File: config.mk
export PLATFORM = sky130hd
export DESIGN_NAME = taxi_pcie_rd_req_split
export DESIGN_NICKNAME = d
export VERILOG_FILES = /design/src/rtl/taxi_pcie_pkg.sv /design/src/rtl/taxi_pcie_chunk_calc.sv /design/src/rtl/taxi_pcie_rd_req_split.sv
export SDC_FILE = /design/constraint.sdc
export NUM_CORES = 1
export LEC_CHECK = 0
export CAP_MARGIN = 20
export CORE_ASPECT_RATIO = 1.5
export CORE_MARGIN = 1.5
export CORE_UTILIZATION = 38
export CTS_BUF_LIST = sky130_fd_sc_hd__clkbuf_2
export DETAILED_ROUTE_END_ITERATION = 7
export GPL_TIMING_DRIVEN = 0
export PLACE_DENSITY = 0.68
export SYNTH_ARGS = -nofsm -noshare
export SYNTH_HDL_FRONTEND = slang
export SYNTH_SLANG_ARGS = --single-unit
File: constraint.sdc
create_clock -name clk -period 7.4 [get_ports clk]
set_clock_uncertainty 0.05 [all_clocks]
set_input_delay 1.48 -clock clk [delete_from_list [all_inputs] [get_ports clk]]
set_output_delay 1.48 -clock clk [all_outputs]
set_load 0.02 [all_outputs]
File: src/rtl/taxi_pcie_pkg.sv
// ============================================================================
// Module   : taxi_pcie_pkg
// Brief    : Shared PCIe constants, size-code decode and request struct.
// Revision : 1.0
// ============================================================================
`default_nettype none

package taxi_pcie_pkg;

  localparam int PCIE_4K_BOUNDARY = 4096;

  // Device Control MRRS/MPS encoding: 0..5 -> 128<<c, 6/7 are reserved and treated as 4 KB.
  function automatic logic [12:0] pcie_size_decode(input logic [2:0] code);
    if (code > 3'd5) begin
      return 13'd4096;
    end
    return 13'd128 << code;
  endfunction

  typedef struct packed {
    logic [63:0] addr;
    logic [19:0] len;
    logic [7:0]  func;
    logic [7:0]  id;
  } pcie_req_t;

endpackage

`default_nettype wire

File: src/rtl/taxi_pcie_chunk_calc.sv
// ============================================================================
// Module   : taxi_pcie_chunk_calc
// Brief    : Combinational chunk size: min(remaining, MRRS, bytes to 4 KB).
// Revision : 1.0
// ============================================================================
`default_nettype none

module taxi_pcie_chunk_calc
  import taxi_pcie_pkg::*;
#(
  parameter int LEN_W = 20
) (
  input  logic [11:0]      i_addr_lo,
  input  logic [LEN_W-1:0] i_remaining,
  input  logic [12:0]      i_mrrs_bytes,
  output logic [12:0]      o_chunk_len,
  output logic             o_chunk_last
);

  localparam int CW = (LEN_W > 13) ? LEN_W : 13;

  logic [12:0]   w_to_boundary;
  logic [12:0]   w_limit;
  logic [CW-1:0] w_rem_ext;
  logic [CW-1:0] w_limit_ext;

  assign w_to_boundary = 13'(PCIE_4K_BOUNDARY) - {1'b0, i_addr_lo};
  assign w_limit       = (i_mrrs_bytes < w_to_boundary) ? i_mrrs_bytes : w_to_boundary;
  assign w_rem_ext     = CW'(i_remaining);
  assign w_limit_ext   = CW'(w_limit);

  assign o_chunk_last  = (w_rem_ext <= w_limit_ext);
  assign o_chunk_len   = o_chunk_last ? w_rem_ext[12:0] : w_limit;

endmodule

`default_nettype wire

File: src/rtl/taxi_pcie_rd_req_split.sv
// ============================================================================
// Module   : taxi_pcie_rd_req_split
// Brief    : Splits DMA reads into MRRS-sized, 4 KB-safe PCIe read requests.
//            Optional counters: define TAXI_PCIE_RD_REQ_SPLIT_STATS_EN.
// Revision : 1.0
// ============================================================================
`default_nettype none

module taxi_pcie_rd_req_split
  import taxi_pcie_pkg::*;
#(
  parameter  int F_COUNT      = 1,
  parameter  int ADDR_W       = 64,
  parameter  int LEN_W        = 20,
  parameter  int ID_W         = 8,
  parameter  int MAX_REQ_SIZE = 4096,
  localparam int CL_F_COUNT   = (F_COUNT > 1) ? $clog2(F_COUNT) : 1
) (
  input  logic                  clk,
  input  logic                  rst,
  input  logic [F_COUNT*3-1:0]  max_read_req_size,
  input  logic [ADDR_W-1:0]     s_req_addr,
  input  logic [LEN_W-1:0]      s_req_len,
  input  logic [CL_F_COUNT-1:0] s_req_func,
  input  logic [ID_W-1:0]       s_req_id,
  input  logic                  s_req_valid,
  output logic                  s_req_ready,
  output logic [ADDR_W-1:0]     m_req_addr,
  output logic [12:0]           m_req_len,
  output logic [CL_F_COUNT-1:0] m_req_func,
  output logic [ID_W-1:0]       m_req_id,
  output logic                  m_req_last,
  output logic                  m_req_valid,
  input  logic                  m_req_ready
`ifdef TAXI_PCIE_RD_REQ_SPLIT_STATS_EN
  ,
  output logic [31:0]           stat_req_count,
  output logic [31:0]           stat_sub_count
`endif
);

  localparam logic [0:0] ST_IDLE  = 1'b0;
  localparam logic [0:0] ST_SPLIT = 1'b1;

  logic [0:0]            r_state;
  logic [ADDR_W-1:0]     r_addr;
  logic [LEN_W-1:0]      r_rem;
  logic [12:0]           r_mrrs;
  logic [12:0]           r_len;
  logic [CL_F_COUNT-1:0] r_func;
  logic [ID_W-1:0]       r_id;
  logic                  r_last;
  logic                  r_valid;

  logic [12:0]           w_mrrs_sel;
  logic [12:0]           w_mrrs_in;
  logic [ADDR_W-1:0]     w_next_addr;
  logic [LEN_W-1:0]      w_next_rem;
  logic [11:0]           w_calc_addr;
  logic [LEN_W-1:0]      w_calc_rem;
  logic [12:0]           w_calc_mrrs;
  logic [12:0]           w_chunk;
  logic                  w_last;
  logic                  w_s_fire;
  logic                  w_m_fire;

  // Out-of-range function indices fall back to the 128-byte minimum.
  always_comb begin
    w_mrrs_sel = 13'd128;
    for (int i = 0; i < F_COUNT; i++) begin
      if (s_req_func == CL_F_COUNT'(i)) begin
        w_mrrs_sel = pcie_size_decode(max_read_req_size[i*3 +: 3]);
      end
    end
    w_mrrs_in = (w_mrrs_sel > 13'(MAX_REQ_SIZE)) ? 13'(MAX_REQ_SIZE) : w_mrrs_sel;
  end

  assign w_next_addr = r_addr + ADDR_W'(r_len);
  assign w_next_rem  = r_rem - LEN_W'(r_len);

  // One calculator serves both the first chunk (from the input) and every following one.
  assign w_calc_addr = (r_state == ST_IDLE) ? s_req_addr[11:0] : w_next_addr[11:0];
  assign w_calc_rem  = (r_state == ST_IDLE) ? s_req_len        : w_next_rem;
  assign w_calc_mrrs = (r_state == ST_IDLE) ? w_mrrs_in        : r_mrrs;

  taxi_pcie_chunk_calc #(
    .LEN_W        (LEN_W)
  ) u_chunk_calc (
    .i_addr_lo    (w_calc_addr),
    .i_remaining  (w_calc_rem),
    .i_mrrs_bytes (w_calc_mrrs),
    .o_chunk_len  (w_chunk),
    .o_chunk_last (w_last)
  );

  assign s_req_ready = (r_state == ST_IDLE);
  assign w_s_fire    = s_req_valid && s_req_ready;
  assign w_m_fire    = r_valid && m_req_ready;

  always_ff @(posedge clk) begin
    if (rst) begin
      r_state <= ST_IDLE;
      r_addr  <= '0;
      r_rem   <= '0;
      r_mrrs  <= '0;
      r_len   <= '0;
      r_func  <= '0;
      r_id    <= '0;
      r_last  <= 1'b0;
      r_valid <= 1'b0;
    end else begin
      case (r_state)
        ST_IDLE: begin
          if (w_s_fire && (s_req_len != '0)) begin
            r_addr  <= s_req_addr;
            r_rem   <= s_req_len;
            r_mrrs  <= w_mrrs_in;
            r_func  <= s_req_func;
            r_id    <= s_req_id;
            r_len   <= w_chunk;
            r_last  <= w_last;
            r_valid <= 1'b1;
            r_state <= ST_SPLIT;
          end
        end
        ST_SPLIT: begin
          if (w_m_fire) begin
            if (r_last) begin
              r_valid <= 1'b0;
              r_state <= ST_IDLE;
            end else begin
              r_addr <= w_next_addr;
              r_rem  <= w_next_rem;
              r_len  <= w_chunk;
              r_last <= w_last;
            end
          end
        end
        default: r_state <= ST_IDLE;
      endcase
    end
  end

  assign m_req_addr  = r_addr;
  assign m_req_len   = r_len;
  assign m_req_func  = r_func;
  assign m_req_id    = r_id;
  assign m_req_last  = r_last;
  assign m_req_valid = r_valid;

`ifdef TAXI_PCIE_RD_REQ_SPLIT_STATS_EN
  logic [31:0] r_stat_req;
  logic [31:0] r_stat_sub;

  always_ff @(posedge clk) begin
    if (rst) begin
      r_stat_req <= '0;
      r_stat_sub <= '0;
    end else begin
      if (w_s_fire) r_stat_req <= r_stat_req + 32'd1;
      if (w_m_fire) r_stat_sub <= r_stat_sub + 32'd1;
    end
  end

  assign stat_req_count = r_stat_req;
  assign stat_sub_count = r_stat_sub;
`endif

endmodule

`default_nettype wire

==> results.py <==
metrics = {
    "sta": {
        "worst_pin_slew_ns": 1.03,
        "fin_hold_ws_ns": 0.420,
        "setup_viol": 0,
        "slew-limit-headroom_pct": 31.5,
        "period_share_pct": 94.2,
        "slew_viol_final": 0,
        "hold_violations": 0,
        "min_period_ns": 6.97,
        "rsz0062_at_grt": "false",
        "setup_slack_ns": 0.428,
        "fmax_ghz": 0.143,
    },
    "cells_and_area": {
        "n_fill_cell": 2214,
        "syn_to_final_growth_pct": 28.7,
        "stdcell_area_um2": 11200,
        "final_util_pct": 50.1,
        "nets": 1505,
        "layout-drive-gt1-share_pct": 8.03,
    },
    "synth": {
        "yosys.area_share.simple_pct": 26.2,
        "synth_area_um2": 8700,
        "ys_types": 88,
        "avgSynthCellArea_um2": 7.56,
        "ys_seq_area_share_pct": 26.4,
        "syn_inst": 1151,
        "synth-compound-area-share_pct": 29.4,
        "synth_top_family_by_area": "compound AO/OA/AOI/OAI gates",
        "synth_mux_area_share_pct": 3.02,
        "synthAdderAreaFrac_pct": 7.07,
        "synthFlopType": "dfxtp_1",
        "ys_warn_count": 0,
        "synthArstFlopShare_pct": 0,
        "synth_edf_count": 0,
        "synth_seq_cells": 115,
        "synth_xor_area_share_pct": 2.50,
        "synth.net_count": 1299,
    },
    "clocking": {
        "clk_pin_slew_ns": 0.19,
        "ctsHtreeMaxLevel": 4,
        "worstSkewPairLatency_ns": 0.77,
        "cts_made_buffers": 17,
        "cts_tree": "built",
        "clockRootBuffer": "clkbuf_2",
        "post_cts_buffers": 0,
        "cts_buffer_depth": 2,
        "clock-sinks": 115,
    },
    "routing": {
        "vias": 10200,
        "drt-wirelength-per-cell_um": 22.5,
        "drt_iter0_markers": 613,
        "drc": 0,
        "ant_nets": 0,
        "vias_per_cell": 6.18,
        "firstDrtPassIters": 7,
        "wl_mm": 37.0,
    },
    "setup_path": {
        "worstRegToRegCells": 24,
        "critPathLaunchType": "input port",
        "cp-end-kind": "flop",
        "crit_fanout": 10,
        "cp.arrival_ns": 7.59,
        "required_ns": 8.02,
        "crit_type": "input port to flop",
    },
    "global_routing": {
        "gr-usage-all-layers_pct": 30.6,
        "antenna_found_initial": 1,
        "grt_max_degree": 17,
        "grt-ovfl-total": 0,
        "grt_pass1_vias": 10000,
        "grt_pass1_wl_mm": 55.7,
    },
    "floorplanning": {
        "start_util_pct": 38.9,
        "ioPinCount": 189,
        "rows": 67,
        "coreArea_um2": 22400,
        "die_y_um": 188,
        "die_w_um": 127,
        "dieArea_um2": 23800,
    },
    "power": {
        "power.total_mw": 2.08,
        "pwr_density_cell_nw_per_um2": 186,
        "vdd_drop_max_mv": 0.0894,
        "power.leakage_nw": 4.03,
    },
    "hold_path": {
        "hold_path_class": "flop to flop",
        "min_path_cells": 2,
    },
    "place": {
        "pre_cts_ws_ns": -0.322,
        "place_congestion": 0.994,
        "portBuffers": 187,
        "place_area_um2": 10900,
        "dp_hpwl_mm": 28.4,
    },
    "outcome": {
        "status": "finished clean",
    },
    "job": {
        "drv_cap": 0,
    },
}
[per-stage QoR]
stage / instances / TNS [ns]
5_1_grt: 1647 / 0
6_report: 1647 / 0
2_1_floorplan: 1151 / 0
3_3_place_gp: 1614 / -4.00
3_5_place_dp: 1614 / -3.61
4_1_cts: 1646 / 0
[Yosys cell counts (4+ instances only)]
library cell | number | area share (%)
a211oi_1 | 42 | 3.6
a21o_1 | 20 | 1.7
a21oi_1 | 98 | 5.6
a22oi_1 | 5 | 0.43
a311oi_1 | 6 | 0.60
a31oi_1 | 20 | 1.4
a41oi_1 | 7 | 0.70
and2_1 | 9 | 0.65
and3_1 | 22 | 1.6
and4_1 | 10 | 1.0
buf_1 | 8 | 0.34
buf_2 | 18 | 1.0
clkbuf_1 | 43 | 1.9
dfxtp_1 | 115 | 26
ha_1 | 46 | 6.6
inv_1 | 40 | 1.7
mux2_2 | 10 | 1.3
mux2_4 | 4 | 0.69
mux2i_1 | 9 | 1.0
nand2_1 | 109 | 4.7
nand2b_1 | 10 | 0.72
nand3_1 | 35 | 2.0
nand3b_1 | 6 | 0.52
nand4_1 | 26 | 1.9
nand4b_1 | 4 | 0.40
nor2_1 | 116 | 5.0
nor2b_1 | 24 | 1.7
nor3_1 | 37 | 2.1
nor4_1 | 11 | 0.79
o2111ai_1 | 5 | 0.50
o211ai_1 | 11 | 0.95
o21a_1 | 11 | 0.95
o21ai_0 | 71 | 4.1
o22ai_1 | 11 | 0.79
o31a_1 | 5 | 0.50
o31ai_1 | 9 | 0.78
o32ai_1 | 7 | 0.70
or2_2 | 4 | 0.29
or3_1 | 9 | 0.65
xnor2_1 | 18 | 1.8
xor2_1 | 5 | 0.50
[cell type report]
cell class              count  area [um^2]  area share, %
clock inverters            14          179           1.60
repair buffers            187         1870           16.7
flip-flops and latches    115         2300           20.6
inverters                  41          154           1.37
diodes                      1         2.50         0.0223
clock buffers              18         90.1          0.804
plain buffers              73          317           2.82
multi-input cells         922         5940           53.0
well taps                 276          345           3.08
[what timing repair did]
item | in CTS | in global routing
hold buffers | 0 | 0
endpoints found under the hold margin | 0 | 0
endpoints found under the setup margin | 0 | 14
gates resized for setup | 0 | 4
[layout by cell type, fill, tap and decap left out, types with 6 or more instances in the layout]
cell type and instances:
clkdlybuf4s50_1 187, nor2_1 115, dfxtp_1 114, nand2_1 109, a21oi_1 98, o21ai_0 71, ha_1 46, clkbuf_1 43
a211oi_1 41, inv_1 40, nor3_1 37, nand3_1 35, nand4_1 26, nor2b_1 24, and3_1 22, a31oi_1 20
a21o_1 20, clkbuf_2 19, xnor2_1 18, buf_2 18, o21a_1 11, o211ai_1 11, nor4_1 11, o22ai_1 11
mux2_2 10, nand2b_1 10, and4_1 10, o31ai_1 9, and2_1 9, or3_1 9, buf_1 8, mux2i_1 8
o32ai_1 7, a41oi_1 7, nand3b_1 6, a311oi_1 6
[metal layers]
| layer | vias up | wire (um) | track usage (%) |
|---|---|---|---|
| met4 | 0 | 2590 | 20.6 |
| met5 | - | 0 | 0 |
| met2 | 562 | 18100 | 53.8 |
| met1 | 4724 | 13500 | 33.4 |
| met3 | 185 | 2770 | 5.17 |
| li1 | 4708 | - | - |
[worst max-delay path, cell delays in order]
cell	delay, ns
clkdlybuf4s50_1	0.39
mux2i_1	0.49
ha_1	0.36
and2_1	0.23
and4_1	0.23
and2_1	0.14
xor2_1	0.23
inv_1	0.07
ha_1	0.29
a21oi_1	0.13
nor2b_1	0.05
o21ai_0	0.24
nand2_1	0.16
a41oi_2	0.22
buf_6	0.19
mux2i_2	0.34
ha_1	0.32
a21oi_1	0.13
nand2_1	0.06
a211o_1	0.30
a211oi_1	0.23
o21ai_0	0.16
a2111oi_2	0.32
nand3_2	0.21
or3_1	0.37
a311oi_1	0.24
[registers in the layout, summed over array words and instances (netlist names)]
name and flops:
m_req_addr 64, m_req_func 1, m_req_id 8, m_req_last 1, m_req_len 13, m_req_valid 1, r_mrrs 6, r_rem 20
r_state 1
[path summary, 6_finish.rpt]
path | startpoint | slack, ns | endpoint
max | s_req_addr[0] | 0.43 | m_req_len[0]
min | m_req_func | 0.42 | m_req_func
max reg2reg | m_req_len[1] | 0.47 | m_req_len[0]
min reg2reg | m_req_func | 0.42 | m_req_func
[cells by family after synthesis]
| family | Yosys count |
|---|---|
| buffers and inverters | 114 |
| muxes | 23 |
| xor gates and xnor gates | 24 |
| DFF | 115 |
| and+or+nand+nor | 453 |
| adders and majority gates | 48 |
| AOI/OAI and AO/OA | 374 |
[where the power goes]
part           switching (mW)  internal, mW
combinational           0.502         0.360
clock                   0.295         0.195
sequential             0.0603         0.672
No activity file was read; power rests on OpenSTA's default activity.
